## src/rtl/avalon_bus_responder_pkg.sv

```systemverilog
// Shared constants for the Avalon nibble bus responder: opcodes, FSM states, default depth.
package avalon_bus_responder_pkg;

    localparam int MEM_DEPTH_DEFAULT = 32;

    typedef enum logic [2:0] {
        OP_NOP     = 3'b000,
        OP_LDA_LO  = 3'b001,
        OP_LDA_HI  = 3'b010,
        OP_READ    = 3'b011,
        OP_WRITE   = 3'b100,
        OP_RST_PTR = 3'b101,
        OP_RSV6    = 3'b110,
        OP_RSV7    = 3'b111
    } opcode_e;

    typedef enum logic [1:0] {
        IDLE    = 2'd0,
        RD_PEND = 2'd1,
        RD_DATA = 2'd2
    } state_e;

endpackage

```

## src/rtl/avalon_nibble_ram.sv

```systemverilog
// Nibble-wide storage: one write port, one registered read port, contents never reset.
module avalon_nibble_ram #(
    parameter int DEPTH = 32,
    parameter int AW    = 5
) (
    input  logic          gclk,
    input  logic          we,
    input  logic [AW-1:0] waddr,
    input  logic [3:0]    wdata,
    input  logic          re,
    input  logic [AW-1:0] raddr,
    output logic [3:0]    rdata
);

    logic [3:0] mem [DEPTH];

    always_ff @(posedge gclk) begin
        if (we)
            mem[waddr] <= wdata;
        if (re)
            rdata <= mem[raddr];
    end

endmodule

```

## src/rtl/avalon_bus_responder.sv

```systemverilog
// CPU-side nibble bus responder: strobe-edge command decode, address pointer,
// three-state read pipeline and the data-valid / sticky-error flags.
module avalon_bus_responder
    import avalon_bus_responder_pkg::*;
#(
    parameter int MEM_DEPTH = MEM_DEPTH_DEFAULT
) (
    input  logic       CLK,
    input  logic       RST,
    input  logic [7:0] bus_in,
    output logic [3:0] data_out,
    output logic       EF0,
    output logic       EF1
);

    localparam int         AW        = (MEM_DEPTH > 1) ? $clog2(MEM_DEPTH) : 1;
    localparam logic [8:0] DEPTH_LIM = 9'(MEM_DEPTH);

    state_e     state, state_nxt;
    logic       prev_stb;
    logic [7:0] addr;
    logic       rd_oob;
    logic [3:0] ram_rdata;

    opcode_e    op;
    logic [3:0] nib;
    logic       stb_edge, exec, drop, in_range, do_rd, do_wr;

    assign op       = opcode_e'(bus_in[7:5]);
    assign nib      = bus_in[3:0];
    assign stb_edge = bus_in[4] & ~prev_stb;
    assign exec     = stb_edge && (state == IDLE);
    assign drop     = stb_edge && (state != IDLE);
    assign in_range = {1'b0, addr} < DEPTH_LIM;
    assign do_rd    = exec && (op == OP_READ);
    assign do_wr    = exec && (op == OP_WRITE);

    // Read is issued on the edge cycle so RAM data is ready while in RD_PEND.
    avalon_nibble_ram #(
        .DEPTH (MEM_DEPTH),
        .AW    (AW)
    ) u_ram (
        .gclk  (CLK),
        .we    (do_wr && in_range),
        .waddr (addr[AW-1:0]),
        .wdata (nib),
        .re    (do_rd && in_range),
        .raddr (addr[AW-1:0]),
        .rdata (ram_rdata)
    );

    always_ff @(posedge CLK or negedge RST) begin
        if (!RST)
            state <= IDLE;
        else
            state <= state_nxt;
    end

    always_comb begin
        state_nxt = state;
        EF0       = 1'b0;
        unique case (state)
            IDLE:    if (do_rd) state_nxt = RD_PEND;
            RD_PEND: state_nxt = RD_DATA;
            RD_DATA: begin
                state_nxt = IDLE;
                EF0       = 1'b1;
            end
            default: state_nxt = IDLE;
        endcase
    end

    // prev_stb resets high so a strobe already high at reset release is not an edge.
    always_ff @(posedge CLK or negedge RST) begin
        if (!RST) begin
            prev_stb <= 1'b1;
            addr     <= 8'h00;
            data_out <= 4'h0;
            EF1      <= 1'b0;
            rd_oob   <= 1'b0;
        end else begin
            prev_stb <= bus_in[4];
            if (exec) begin
                unique case (op)
                    OP_LDA_LO: addr[3:0] <= nib;
                    OP_LDA_HI: addr[7:4] <= nib;
                    OP_READ, OP_WRITE: begin
                        addr <= addr + 8'd1;
                        if (!in_range)
                            EF1 <= 1'b1;
                    end
                    OP_RST_PTR: begin
                        addr <= 8'h00;
                        EF1  <= 1'b0;
                    end
                    default: ;
                endcase
            end
            if (drop)
                EF1 <= 1'b1;
            if (do_rd)
                rd_oob <= !in_range;
            if (state == RD_PEND)
                data_out <= rd_oob ? 4'hF : ram_rdata;
        end
    end

endmodule

```

## config.mk

```make
export PLATFORM = sky130hd
export DESIGN_NAME = avalon_bus_responder
export DESIGN_NICKNAME = d
export VERILOG_FILES = /design/src/rtl/avalon_bus_responder_pkg.sv /design/src/rtl/avalon_nibble_ram.sv /design/src/rtl/avalon_bus_responder.sv
export SDC_FILE = /design/constraint.sdc
export NUM_CORES = 1
export LEC_CHECK = 0
export ABC_AREA = 1
export BUFFER_PORTS_ARGS = -buffer_cell sky130_fd_sc_hd__buf_4
export CORE_MARGIN = 2
export CORE_UTILIZATION = 50
export CTS_CLUSTER_DIAMETER = 200
export CTS_CLUSTER_SIZE = 24
export DETAILED_ROUTE_END_ITERATION = 12
export PLACE_DENSITY = 0.63
export SLEW_MARGIN = 30
export SYNTH_ARGS = -nofsm -noshare
export SYNTH_HDL_FRONTEND = slang
export SYNTH_SLANG_ARGS = --single-unit
```

## constraint.sdc

```tcl
create_clock -name CLK -period 2.9 [get_ports CLK]
set_input_delay 0.58 -clock CLK [delete_from_list [all_inputs] [get_ports CLK]]
set_output_delay 0.58 -clock CLK [all_outputs]
set_load 0.01 [all_outputs]
```

# Word level (Yosys, flattened, before mapping)
# Memory sizes are Yosys's and may differ from the RTL's. A register that Yosys moved wholly into a read port is not among the register bits.
# Cells that the tools add are included.
[word_totals]
regBits = 17
ram_bits = 128
input_bits = 10
output_inout_bits = 6
elab_cells = 50
memories = 1
[op_classes]
add_sub_neg = 1
magnitude_cmp = 1
n_eq_ne = 9
n_mux = 12
n_bitwise = 2
n_reduce_logical = 17
[memory_table]
columns = ["name", "depth", "width", "rd", "rd_clocked_by_memory_dff", "write_ports", "line_no", "source"]
rows = [
  ["u_ram.mem", 32, 4, 1, 1, 1, "avalon_nibble_ram.sv:15", "logic [3:0] mem [DEPTH];"],
]
[ops]
columns = ["operator", "count"]
rows = [
  ["4-bit one-hot mux with 3 select lines", 2],
  ["3-bit nonzero test", 3],
  ["8-bit by 1-bit adder with 8-bit output (second input constant)", 1],
  ["8-bit by 6-bit less-than comparator with 1-bit output (second input constant)", 1],
  ["3-bit by 2-bit == test with 1-bit output (second input constant)", 2],
  ["3-bit == test (second input constant)", 2],
  ["1-bit logical AND", 6],
  ["1-bit 2-to-1 mux", 6],
  ["4-bit 2-to-1 mux", 1],
  ["2-bit one-hot mux with 2 select lines", 1],
  ["2-bit AND reduction", 2],
  ["2-bit nonzero test", 2],
  ["3-bit by 1-bit == test with 1-bit output (second input constant)", 1],
  ["3-bit != test (second input constant)", 1],
  ["3-bit AND reduction", 1],
  ["2-bit by 1-bit == test with 1-bit output (second input constant)", 1],
  ["2-bit == test (second input constant)", 1],
  ["2-bit logical NOT", 1],
  ["2-bit 2-to-1 mux", 1],
  ["2-bit != test (second input constant)", 1],
  ["1-bit one-hot mux with 2 select lines", 1],
  ["2-bit OR reduction", 1],
  ["1-bit AND", 1],
  ["1-bit logical NOT", 1],
  ["1-bit NOT", 1],
]

# Depth between registers and ports, before layout
[logic_depth]
depth_word = 7
ltp_mapped = 10
depth_no_buf = 9

# By module
# Synthesis repeated with hierarchy kept, for this count alone.
[hier_totals]
cells_unflattened = 634
hier_area_um2 = 6553.8
[by_module_without_submodules]
columns = ["module", "n_inst", "cells_per_inst", "area_each_um2", "seq_area_each_um2"]
rows = [
  ["avalon_nibble_ram", 1, 486, 5536.6, 3963.8],
  ["avalon_bus_responder", 1, 148, 1017.2, 426.7],
]

# Worst setup path after synthesis
# No wires, ideal clock.
[synth_path]
kind = "input-to-reg"
startpoint = "input bus_in[6]"
endpoint = "memory u_ram.mem[31][0], enable pin"
setup_time_ns = 0.329
t_arrival_ns = 1.437
required_time_ns = 2.571
setup_slack_ns = 1.134
path_stages = 5
n_path_buf = 0
path_cell_list = "inv_2 nand2_2 nor2_2 nand3_2 nor2_1"
[synth_between]
elab_chain_cells = 5
[synth_rtl]
columns = ["item", "line_no", "source"]
rows = [
  ["start, declared", "avalon_bus_responder.sv:10", "input logic [7:0] bus_in,"],
  ["3-bit == test", "avalon_bus_responder.sv:36", "assign do_wr = exec && (op == OP_WRITE);"],
  ["1-bit logical AND", "avalon_bus_responder.sv:36", ""],
  ["1-bit logical AND", "avalon_bus_responder.sv:44", ".we (do_wr && in_range),"],
  ["1-bit 2-to-1 mux", "avalon_nibble_ram.sv:18", "if (we)"],
  ["1-bit 2-to-1 mux (not written as such)", "avalon_nibble_ram.sv:19", "mem[waddr] <= wdata;"],
  ["end, declared", "avalon_nibble_ram.sv:15", ""],
]
# Every way passes these cells.

# Worst setup path after layout
[layout_path]
startpoint = "register addr[0]"
endpoint = "memory u_ram.mem[27][2], enable pin"
[layout_between]
elab_chain_cells = 4
[layout_rtl]
columns = ["item", "line_no", "source"]
rows = [
  ["start, declared", "avalon_bus_responder.sv:21", "logic [7:0] addr;"],
  ["start signal, assigned", "avalon_bus_responder.sv:85", "OP_LDA_LO: addr[3:0] <= nib;"],
  ["start signal, assigned", "avalon_bus_responder.sv:88", "addr <= addr + 8'd1;"],
  ["8-bit by 6-bit less-than comparator with 1-bit output", "avalon_bus_responder.sv:34", "assign in_range = {1'b0, addr} < DEPTH_LIM;"],
  ["1-bit logical AND", "avalon_bus_responder.sv:44", ""],
  ["1-bit 2-to-1 mux", "avalon_nibble_ram.sv:18", ""],
  ["1-bit 2-to-1 mux (not written as such)", "avalon_nibble_ram.sv:19", ""],
]
# Several ways; a longest one is shown, not always the timed one.

==> reports/qor.yml <==
gp_congestion: 0.864
antenna_found_initial: 0
cts_tree: "built"
grt_usage_pct: 22.1
crit_required_ps: 3000
synth_edf_count: 132
end_kind: "flop"
utilization_pct: 56.5
antenna_left: 0
clock_latency_ps: 430
die_h_um: 123
max-slew-margin-rel_pct: 49.9
fin_worst_skew_ps: 7.26
multi_input_area_mm2: 0.00194
leakage_nw: 3.51
start_util_pct: 50.8
fmax_mhz: 465
clock_sinks: 149
avgRoutedWirePerCell_um: 15.6
path_max_fanout: 69
ir_worst_vdd_uv: 417
portBuffers: 15
critical_path_class: "flop to flop"
drt_pass1_iterations: 6
fillers: 1199
drt-initial-drc-count: 474
pin_count: 16
ys_ff_latch: 149
register_area_mm2: 0.00439
synthArstFlopShare_pct: 11.4
cts_inserted_buffers: 17
cts_setup_buffers: 0
start_kind: "flop"
grt_max_degree: 70
syn_to_final_growth_pct: 11.3
routed_wl_um: 15100
rows: 43
path_clk_slew_ps: 60
fin_crit_sh_pct: 74.1
hold_buffers: 0
syn_area_mm2: 0.00703
yosysSeqAreaShare_pct: 62.5
clock_path_buffers: 2
n_antenna_cell: 0
gr-total-overflow: 0
period_minus_slack_ps: 2150
vias: 4901
slew_viol_final: 0
drcViolationCount: 0
syn_nets: 775
vias_per_cell: 5.06
drive_gt1_share_pct: 9.77
tns_ps: 0
arrival_ps: 2250
die_w_um: 123
rsz0062_at_grt: "false"
ys.flop_type: "edfxtp_1"
synthCells: 760
synth_cell_types: 28
root_buffer: "clkbuf_16"
hold_path.class: "input pin to async pin"
setup_viol: 0
hold_viol: 0
tightest_slew_ps: 746
synth_warnings: 0
core-area_mm2: 0.0138
die_area_mm2: 0.0150
grt_pass1_wl_um: 24300
hold_slack_ps: 16.3
grt_pass1_vias: 4850
outcome: "complete, no violations"
htreeDepth: 4
drv_cap: 0
ctsResizeCount: 0
nets: 791
hpwlAfterDp_um: 9800
synth_area_per_cell_um2: 9.25
powerDensity_mw_per_mm2: 701
-- routing by layer --
| metal | vias to the layer above | GRT usage (%) | wire (um) |
|---|---|---|---|
| li1 | 2411 | - | - |
| met1 | 2310 | 29.7 | 6820 |
| met2 | 148 | 34.7 | 7110 |
| met3 | 32 | 4.69 | 769 |
| met4 | 0 | 10.3 | 403 |
| met5 | - | 0 | 0 |
-- worst paths after layout --
| kind | start | endpoint | slack (ps) | cells past startpoint |
|---|---|---|---|---|
| worst min-delay path | RST | data_out[3] | 20 | 1 |
| min in group CLK | bus_in[4] | prev_stb | 270 | 1 |
| worst min register to register | EF1 | EF1 | 490 | 2 |
| worst max-delay path | addr[0] | u_ram.mem[27][2] | 750 | 4 |
| max in group asynchronous | RST | prev_stb | 2630 | 1 |
| worst max register to register | addr[0] | u_ram.mem[27][2] | 750 | 4 |
-- cells in the mapped netlist, types with 2 or more instances --
master	n	area [um^2]
nand3_1	75	375
buf_4	4	30.0
dfrtp_1	16	400
inv_2	7	26.3
o21ai_0	3	15.0
nand2_1	244	916
nor3_1	3	15.0
nor2_1	72	270
nand2_2	2	12.5
nor2_2	2	12.5
nand3_2	2	20.0
inv_1	145	544
ha_1	5	62.6
edfxtp_1	132	3960
clkbuf_1	2	7.51
nand3_4	3	52.6
buf_2	15	75.1
nor3_2	6	60.1
nand4_1	3	18.8
a21oi_1	11	55.1
-- critical path: stages (launching register included) --
cell     delay, ps
dfrtp_2        360
buf_4          550
ha_1           320
nand3_2        240
nor2_1         340
-- kinds of logic after synthesis --
family | after synthesis | share of synthesized area, %
and+or+nand+nor | 415 | 25.5
AOI/OAI and AO/OA | 16 | 1.23
adders and majority gates | 5 | 0.890
buffers and inverters | 175 | 9.93
DFF | 149 | 62.5
-- metrics by stage --
stage                     setup slack [ps]  total power [W]  instances  cell area (um^2)
after floorplan                       1130          0.00323        760              7030
after global placement                 738          0.00349        937              7280
after detailed placement               684          0.00352        937              7280
after CTS                              722          0.00551        968              7820
after global routing                   583          0.00575        968              7820
final                                  750          0.00548        968              7820
-- final cells by class --
type	count	share of cell area, %
repair buffers	20	1.92
inverters	152	7.30
multi-input cells	436	24.8
well taps	180	2.88
clock inverters	13	1.44
flip-flops and latches	149	56.2
clock buffers	18	5.49
-- power breakdown --
| part | total (W) | internal (W) | switching, W | leakage, nW |
|---|---|---|---|---|
| combinational | 0.00102 | 0.000304 | 0.000716 | 1.88 |
| clock | 0.00199 | 0.00116 | 0.000828 | 0.251 |
| sequential | 0.00247 | 0.00240 | 0.0000688 | 1.38 |
| total | 0.00548 | 0.00387 | 0.00161 | 3.51 |
-- layout by cell type, fill, tap and decap left out, drive strengths merged, types with 3 or more instances in the layout --
cell type,n
o21ai,4
edfxtp,132
nand4,3
nor3,9
a21oi,11
clkinv,7
clkbuf,18
ha,5
buf,20
dfrtp,16
nor2,76
inv,152
clkinvlp,5
nand3,80
nand2,246
-- registers in the layout (all words and copies together) (netlist names) --
signal       count
u_ram.rdata      4
u_ram.mem      128
EF1              1
prev_stb         1
data_out         4
state            2
rd_oob           1
addr             8
(Power assumes the default switching activity.)
